[config.mk]
export PLATFORM = sky130hd
export DESIGN_NAME = i2c_target
export DESIGN_NICKNAME = d
export VERILOG_FILES = /design/src/rtl/i2c_target_pkg.sv /design/src/rtl/i2c_line_sync.sv /design/src/rtl/i2c_target.sv
export SDC_FILE = /design/constraint.sdc
export NUM_CORES = 1
export LEC_CHECK = 0
export BUFFER_PORTS_ARGS = -buffer_cell sky130_fd_sc_hd__clkbuf_2
export CELL_PAD_IN_SITES_DETAIL_PLACEMENT = 0
export CELL_PAD_IN_SITES_GLOBAL_PLACEMENT = 2
export CORE_MARGIN = 2
export CORE_UTILIZATION = 40
export CTS_CLUSTER_DIAMETER = 200
export DETAILED_ROUTE_END_ITERATION = 12
export GPL_ROUTABILITY_DRIVEN = 0
export GPL_TIMING_DRIVEN = 0
export PLACE_DENSITY_LB_ADDON = 0.1
export SYNTH_ARGS = -nofsm -noshare
export SYNTH_HDL_FRONTEND = slang
export SYNTH_SLANG_ARGS = --single-unit
[constraint.sdc]
create_clock -name clk -period 4.4 [get_ports clk]
set_input_delay 0.44 -clock clk [delete_from_list [all_inputs] [get_ports clk]]
set_output_delay 0.44 -clock clk [all_outputs]
set_load 0.03 [all_outputs]
[src/rtl/i2c_target_pkg.sv]
// Shared types and constants for the I2C target block.
package i2c_target_pkg;

  localparam int   I2C_ADDR_W  = 7;
  localparam int   I2C_BYTE_W  = 8;
  localparam logic I2C_RW_READ = 1'b1;

  typedef enum logic [2:0] {
    IDLE,
    ADDR,
    ADDR_ACK,
    WRITE,
    WRITE_ACK,
    READ,
    READ_ACK,
    IGNORE
  } i2c_target_state_e;

endpackage

[src/rtl/i2c_line_sync.sv]
// Synchronizes SCL/SDA into the clk domain and extracts edge, start and stop events.
module i2c_line_sync #(
  parameter int SYNC_STAGES = 2
) (
  input  logic clk,
  input  logic rst,
  input  logic scl_i,
  input  logic sda_i,
  output logic scl_rise,
  output logic scl_fall,
  output logic start_det,
  output logic stop_det,
  output logic sda_s
);

  logic [SYNC_STAGES-1:0] r_scl_sync;
  logic [SYNC_STAGES-1:0] r_sda_sync;
  logic                   r_scl_prev;
  logic                   r_sda_prev;
  logic                   w_scl_s;

  // Idle bus level is high, so reset to 1 to avoid phantom edges after reset.
  always_ff @(posedge clk or posedge rst) begin
    if (rst) begin
      r_scl_sync <= '1;
      r_sda_sync <= '1;
      r_scl_prev <= 1'b1;
      r_sda_prev <= 1'b1;
    end else begin
      r_scl_sync <= {r_scl_sync[SYNC_STAGES-2:0], scl_i};
      r_sda_sync <= {r_sda_sync[SYNC_STAGES-2:0], sda_i};
      r_scl_prev <= w_scl_s;
      r_sda_prev <= sda_s;
    end
  end

  assign w_scl_s   = r_scl_sync[SYNC_STAGES-1];
  assign sda_s     = r_sda_sync[SYNC_STAGES-1];
  assign scl_rise  = w_scl_s & ~r_scl_prev;
  assign scl_fall  = ~w_scl_s & r_scl_prev;
  assign start_det = w_scl_s & r_scl_prev & r_sda_prev & ~sda_s;
  assign stop_det  = w_scl_s & r_scl_prev & ~r_sda_prev & sda_s;

endmodule

[src/rtl/i2c_target.sv]
// Single-address I2C target: ACKs its address, strobes written bytes out, serializes read bytes.
module i2c_target
  import i2c_target_pkg::*;
#(
  parameter logic [I2C_ADDR_W-1:0] TARGET_ADDR = 7'h57,
  parameter int                    SYNC_STAGES = 2
) (
  input  logic                  clk,
  input  logic                  rst,
  input  logic                  scl_i,
  input  logic                  sda_i,
  output logic                  sda_oe,
  output logic [I2C_BYTE_W-1:0] rx_data,
  output logic                  rx_valid,
  input  logic [I2C_BYTE_W-1:0] tx_data,
  output logic                  tx_load,
  output logic                  busy
);

  i2c_target_state_e     r_state, w_state_next;
  logic [I2C_BYTE_W-1:0] r_shift, w_shift_next;
  logic [2:0]            r_bit_cnt, w_bit_cnt_next;
  logic                  r_byte_full, w_byte_full_next;
  logic                  r_rw, w_rw_next;
  logic                  r_ack_bit, w_ack_bit_next;
  logic                  r_sda_oe, w_sda_oe_next;
  logic [I2C_BYTE_W-1:0] r_rx_data, w_rx_data_next;
  logic                  r_rx_valid, w_rx_valid_next;
  logic                  r_busy, w_busy_next;
  logic                  w_tx_load;

  logic w_scl_rise, w_scl_fall, w_start, w_stop, w_sda_s;
  logic w_addr_match;

  i2c_line_sync #(.SYNC_STAGES(SYNC_STAGES)) u_line_sync (
    .clk       (clk),
    .rst       (rst),
    .scl_i     (scl_i),
    .sda_i     (sda_i),
    .scl_rise  (w_scl_rise),
    .scl_fall  (w_scl_fall),
    .start_det (w_start),
    .stop_det  (w_stop),
    .sda_s     (w_sda_s)
  );

  assign w_addr_match = (r_shift[I2C_BYTE_W-1:1] == TARGET_ADDR);

  always_ff @(posedge clk or posedge rst) begin
    if (rst) begin
      r_state     <= IDLE;
      r_shift     <= '0;
      r_bit_cnt   <= '0;
      r_byte_full <= 1'b0;
      r_rw        <= 1'b0;
      r_ack_bit   <= 1'b1;
      r_sda_oe    <= 1'b0;
      r_rx_data   <= '0;
      r_rx_valid  <= 1'b0;
      r_busy      <= 1'b0;
    end else begin
      r_state     <= w_state_next;
      r_shift     <= w_shift_next;
      r_bit_cnt   <= w_bit_cnt_next;
      r_byte_full <= w_byte_full_next;
      r_rw        <= w_rw_next;
      r_ack_bit   <= w_ack_bit_next;
      r_sda_oe    <= w_sda_oe_next;
      r_rx_data   <= w_rx_data_next;
      r_rx_valid  <= w_rx_valid_next;
      r_busy      <= w_busy_next;
    end
  end

  always_comb begin
    w_state_next = r_state;
    if (w_start) begin
      w_state_next = ADDR;
    end else if (w_stop) begin
      w_state_next = IDLE;
    end else if (w_scl_fall) begin
      case (r_state)
        ADDR:      if (r_byte_full) w_state_next = w_addr_match ? ADDR_ACK : IGNORE;
        ADDR_ACK:  w_state_next = (r_rw == I2C_RW_READ) ? READ : WRITE;
        WRITE:     if (r_byte_full) w_state_next = WRITE_ACK;
        WRITE_ACK: w_state_next = WRITE;
        READ:      if (r_bit_cnt == 3'd7) w_state_next = READ_ACK;
        READ_ACK:  w_state_next = r_ack_bit ? IGNORE : READ;
        default:   w_state_next = r_state;
      endcase
    end
  end

  always_comb begin
    w_shift_next     = r_shift;
    w_bit_cnt_next   = r_bit_cnt;
    w_byte_full_next = r_byte_full;
    w_rw_next        = r_rw;
    w_ack_bit_next   = r_ack_bit;
    w_sda_oe_next    = r_sda_oe;
    w_rx_data_next   = r_rx_data;
    w_rx_valid_next  = 1'b0;
    w_busy_next      = r_busy;
    w_tx_load        = 1'b0;
    // Start/stop abandon any partial byte before it can produce a strobe.
    if (w_start || w_stop) begin
      w_bit_cnt_next   = '0;
      w_byte_full_next = 1'b0;
      w_sda_oe_next    = 1'b0;
      if (w_stop) w_busy_next = 1'b0;
    end else if (w_scl_rise) begin
      if (r_state == ADDR || r_state == WRITE) begin
        w_shift_next   = {r_shift[I2C_BYTE_W-2:0], w_sda_s};
        w_bit_cnt_next = r_bit_cnt + 3'd1;
        if (r_bit_cnt == 3'd7) w_byte_full_next = 1'b1;
      end
      if (r_state == READ_ACK) w_ack_bit_next = w_sda_s;
    end else if (w_scl_fall) begin
      case (r_state)
        ADDR: begin
          if (r_byte_full) begin
            w_byte_full_next = 1'b0;
            w_sda_oe_next    = w_addr_match;
            w_busy_next      = w_addr_match;
            w_rw_next        = r_shift[0];
          end
        end
        ADDR_ACK, READ_ACK: begin
          if ((r_state == ADDR_ACK && r_rw == I2C_RW_READ) || (r_state == READ_ACK && !r_ack_bit)) begin
            w_tx_load      = 1'b1;
            w_shift_next   = tx_data;
            w_sda_oe_next  = ~tx_data[I2C_BYTE_W-1];
            w_bit_cnt_next = '0;
          end else begin
            w_sda_oe_next  = 1'b0;
          end
        end
        WRITE: begin
          if (r_byte_full) begin
            w_byte_full_next = 1'b0;
            w_rx_data_next   = r_shift;
            w_rx_valid_next  = 1'b1;
            w_sda_oe_next    = 1'b1;
          end
        end
        READ: begin
          if (r_bit_cnt == 3'd7) begin
            w_sda_oe_next  = 1'b0;
            w_bit_cnt_next = '0;
          end else begin
            w_sda_oe_next  = ~r_shift[I2C_BYTE_W-2];
            w_shift_next   = {r_shift[I2C_BYTE_W-2:0], 1'b0};
            w_bit_cnt_next = r_bit_cnt + 3'd1;
          end
        end
        WRITE_ACK, IGNORE: w_sda_oe_next = 1'b0;
        default: ;
      endcase
    end
  end

  assign sda_oe   = r_sda_oe;
  assign rx_data  = r_rx_data;
  assign rx_valid = r_rx_valid;
  assign tx_load  = w_tx_load;
  assign busy     = r_busy;

endmodule
==> impl_metrics.py <==
metrics = {
    "route": {
        "drc": 0,
        "drt-initial-drc-count": 84,
        "detail_route.vias_per_cell": 5.65,
        "num_vias": 1413,
        "routedWlPerCell_um": 16.6,
        "route.final.wire_length_um": 4160,
        "drtAntennaViolNets": 0,
        "dr.pass1.iters": 4,
    },
    "grt": {
        "grt_start_max_net_pins": 35,
        "gr-usage-all-layers_pct": 17.7,
        "grt.overflow.total": 0,
        "antenna_found_initial": 0,
        "grt_pass1_wl_um": 7050,
        "grt_pass1_vias": 1468,
    },
    "sta": {
        "final-hold-violation-count": 0,
        "fmaxAchievable_mhz": 371,
        "endpoints_failing_setup": 0,
        "period_share_pct": 61.2,
        "finalClockSkew_ns": 0.00786,
        "timing_worst_slew_pin_value_ns": 0.792,
        "grt_setup_unrepaired": "no",
        "final.min_clock_period_ns": 2.69,
        "slew_headroom_pct": 47.0,
        "finalSetupTns_ns": 0,
        "report.final.slew_viol_count": 0,
    },
    "cts": {
        "cts.root.buffer_cell": "sky130_fd_sc_hd__clkbuf_8",
        "deepest_level_of_the_cts_h_tree": 2,
        "clock_tree.buffer_depth": 2,
        "tritoncts.num_buffers": 5,
        "cts.reportedPaths.clkPinSlew_ns": 0.06,
        "postCtsSetupRepairBufs": 0,
        "post_cts_hold_buffer_count": 0,
        "tritoncts_num_sinks": 34,
        "tritoncts": "yes",
        "post_cts_sizing_count": 0,
        "worstSkewPairLatency_ns": 0.28,
    },
    "synth": {
        "synth_sequential_area_ratio_pct": 46.0,
        "synth_top_flop_cell": "sky130_fd_sc_hd__dfrtp_1",
        "muxShareOfSynthArea_pct": 17.3,
        "synth_compound_gate_area_share_pct": 13.5,
        "postSynthRegisterBits": 34,
        "async_flop_share_pct": 100,
        "synth-warning-count": 0,
        "post_synth_inst_count": 167,
        "post_synth_num_cell_types": 42,
        "syn-mean-instance-area_sq_um": 11.2,
        "post_synth_xor_area_fraction_pct": 0.937,
        "dominant_combinational_cell_family_by_area_after_synthesis": "multiplexers",
        "synth_enable_flop_cells": 0,
        "post_synth_fa_ha_maj_area_fraction_pct": 3.35,
        "yosys.area_share.simple_pct": 16.0,
        "syn-cell-area_sq_mm": 0.00187,
        "synth_fp_nets": 184,
    },
    "floorplanning": {
        "floorplan.die.width_um": 72.4,
        "core_area_sq_mm": 0.00441,
        "die_h_um": 72.4,
        "floorplan.initialDensity_pct": 42.3,
        "ios": 24,
        "die-area_sq_mm": 0.00524,
        "count_of_standard_cell_rows": 24,
    },
    "worst_setup_path": {
        "critical_path_peak_fanout": 8,
        "critPathRequiredTime_ns": 4.56,
        "worst_path_dominant_cell_family": "compound AO/OA/AOI/OAI gates",
        "cp_slowest_cell": "sky130_fd_sc_hd__a2111oi_4",
        "cp_cell_sequence": "ha_1 > ha_1 > and4b_1 > a311o_1 > a2111oi_4 > mux2_2",
        "critPathMostFrequentCell": "sky130_fd_sc_hd__ha_1",
        "worstSetupEndpointType": "register",
        "timing.critical_path.buf_inv": 0,
        "timing.critical_path.arrival_ns": 2.85,
        "setup.worst_path.start_class": "register",
        "criticalPathCategory": "register to register",
        "critical_path.max_stage_delay_ns": 0.72,
    },
    "power": {
        "cellLeakagePower_nw": 0.984,
        "vdd_drop_max_v": 0.000193,
        "power.density_mw_per_mm2": 334,
    },
    "finish": {
        "layout_stage_area_growth_over_the_synthesis_result_pct": 14.5,
        "finalInstanceArea_sq_mm": 0.00214,
        "fin_cells": 250,
        "final_layout_size_suffix_gt1_share_pct": 34.8,
        "design.final.nets": 214,
        "insertedDiodeCount": 0,
    },
    "worst_hold_path": {
        "min-delay-path-class": "input pin to register",
    },
    "outcome": {
        "outcome": "finished clean",
    },
    "placed_design": {
        "postPlaceCellArea_sq_mm": 0.00205,
        "dp_cells": 242,
        "dp_hpwl_um": 2940,
        "buffer_ports.inserted": 23,
    },
    "flow_run": {
        "drv_cap": 0,
    },
}
-- path summary, 6_finish.rpt --
check / from / to / slack [ns] / depth (start not counted)
max: r_bit_cnt[0] / r_shift[1] / 1.71 / 6
min: sda_i / u_line_sync.r_sda_sync[0] / 0.24 / 1
max reg2reg: r_bit_cnt[0] / r_shift[1] / 1.71 / 6
min reg2reg: u_line_sync.r_sda_sync[0] / u_line_sync.r_sda_sync[1] / 0.36 / 0
max in group asynchronous: rst / r_shift[2] / 3.68 / 2
min in group asynchronous: rst / busy / 0.25 / 2
-- per-layer routing --
metal  share of wire (%)  track usage, %  vias to the layer above
met5                   0               0                        -
met3                 6.2            4.31                        7
met2                  46            26.5                       50
li1                    -               -                      662
met4                 1.9            7.34                        0
met1                  46            24.5                      694
-- flip-flops by register name (all words and copies together) (netlist names), 2 cells and up --
register / cells
r_bit_cnt: 3
r_state: 3
u_line_sync.r_scl_sync: 2
rx_data: 8
u_line_sync.r_sda_sync: 2
r_shift: 8
-- cells in the mapped netlist, types with 2 or more instances --
cell type | number | area [sq um]
sky130_fd_sc_hd__a21o_1 | 2 | 15.0
sky130_fd_sc_hd__a211o_1 | 2 | 17.5
sky130_fd_sc_hd__dfstp_2 | 7 | 184
sky130_fd_sc_hd__clkbuf_1 | 6 | 22.5
sky130_fd_sc_hd__nor2_1 | 5 | 18.8
sky130_fd_sc_hd__o311a_1 | 2 | 20.0
sky130_fd_sc_hd__nor2b_1 | 3 | 18.8
sky130_fd_sc_hd__o211ai_1 | 2 | 15.0
sky130_fd_sc_hd__nor3_1 | 4 | 20.0
sky130_fd_sc_hd__inv_1 | 6 | 22.5
sky130_fd_sc_hd__ha_1 | 5 | 62.6
sky130_fd_sc_hd__o21ai_0 | 5 | 25.0
sky130_fd_sc_hd__a21oi_1 | 7 | 35.0
sky130_fd_sc_hd__o21bai_1 | 2 | 15.0
sky130_fd_sc_hd__nand2_1 | 11 | 41.3
sky130_fd_sc_hd__dfrtp_1 | 27 | 676
sky130_fd_sc_hd__nand3b_1 | 6 | 45.0
sky130_fd_sc_hd__xor2_1 | 2 | 17.5
sky130_fd_sc_hd__and2_1 | 2 | 12.5
sky130_fd_sc_hd__nand2b_1 | 9 | 56.3
sky130_fd_sc_hd__mux2i_1 | 3 | 30.0
sky130_fd_sc_hd__nand3_1 | 3 | 15.0
sky130_fd_sc_hd__and3_1 | 2 | 12.5
sky130_fd_sc_hd__mux2_2 | 26 | 293
-- per-stage QoR --
step	utilization (%)	setup WS [ns]	power (mW)	hold slack (ns)
2_1_floorplan	-	2.04	0.451	0.345
3_3_place_gp	46.4	1.73	0.478	0.346
3_5_place_dp	46.4	1.72	0.483	0.347
4_1_cts	48.5	1.67	0.723	0.231
5_1_grt	48.5	1.49	0.756	0.227
6_report	48.5	1.71	0.715	0.239
-- placed cells by master (no fill, tap or decap), drive strengths merged, types with 2 or more instances in the layout --
cell / Yosys / routed
clkbuf: 6 / 36
dfrtp: 27 / 27
mux2: 26 / 26
nand2: 11 / 11
nand2b: 9 / 9
a21oi: 7 / 7
dfstp: 7 / 7
nand3b: 6 / 6
inv: 6 / 6
nor2: 5 / 5
o21ai: 5 / 5
ha: 5 / 5
nor3: 4 / 4
nor2b: 3 / 3
mux2i: 3 / 3
nand3: 3 / 3
xor2: 2 / 2
and2: 2 / 2
a21o: 2 / 2
a211o: 2 / 2
o211ai: 2 / 2
o311a: 2 / 2
and3: 2 / 2
o21bai: 2 / 2
-- cell type report --
type / instances / area, sq um
clock buffer: 7 / 86.3
timing repair buffer: 23 / 115
tap: 52 / 65.1
multi-input combinational: 120 / 953
buffer: 7 / 33.8
sequential: 34 / 860
clock inverter: 1 / 5.00
fill: 433 / 2270
inverter: 6 / 22.5
-- cells by family (layout without fill, tap and decap cells) --
kind of cell	after synthesis	after routing
xor gates and xnor gates	2	2
buffers and inverters	13	44
and+or+nand+nor	52	52
AOI/OAI and AO/OA	32	32
adders and majority gates	5	5
DFF	34	34
muxes	29	29
-- power breakdown --
part	internal [mW]	switching, mW
logic	0.0515	0.0446
registers	0.348	0.0338
clock network	0.126	0.111
total	0.525	0.189
Power figures use the tool's default switching activity.
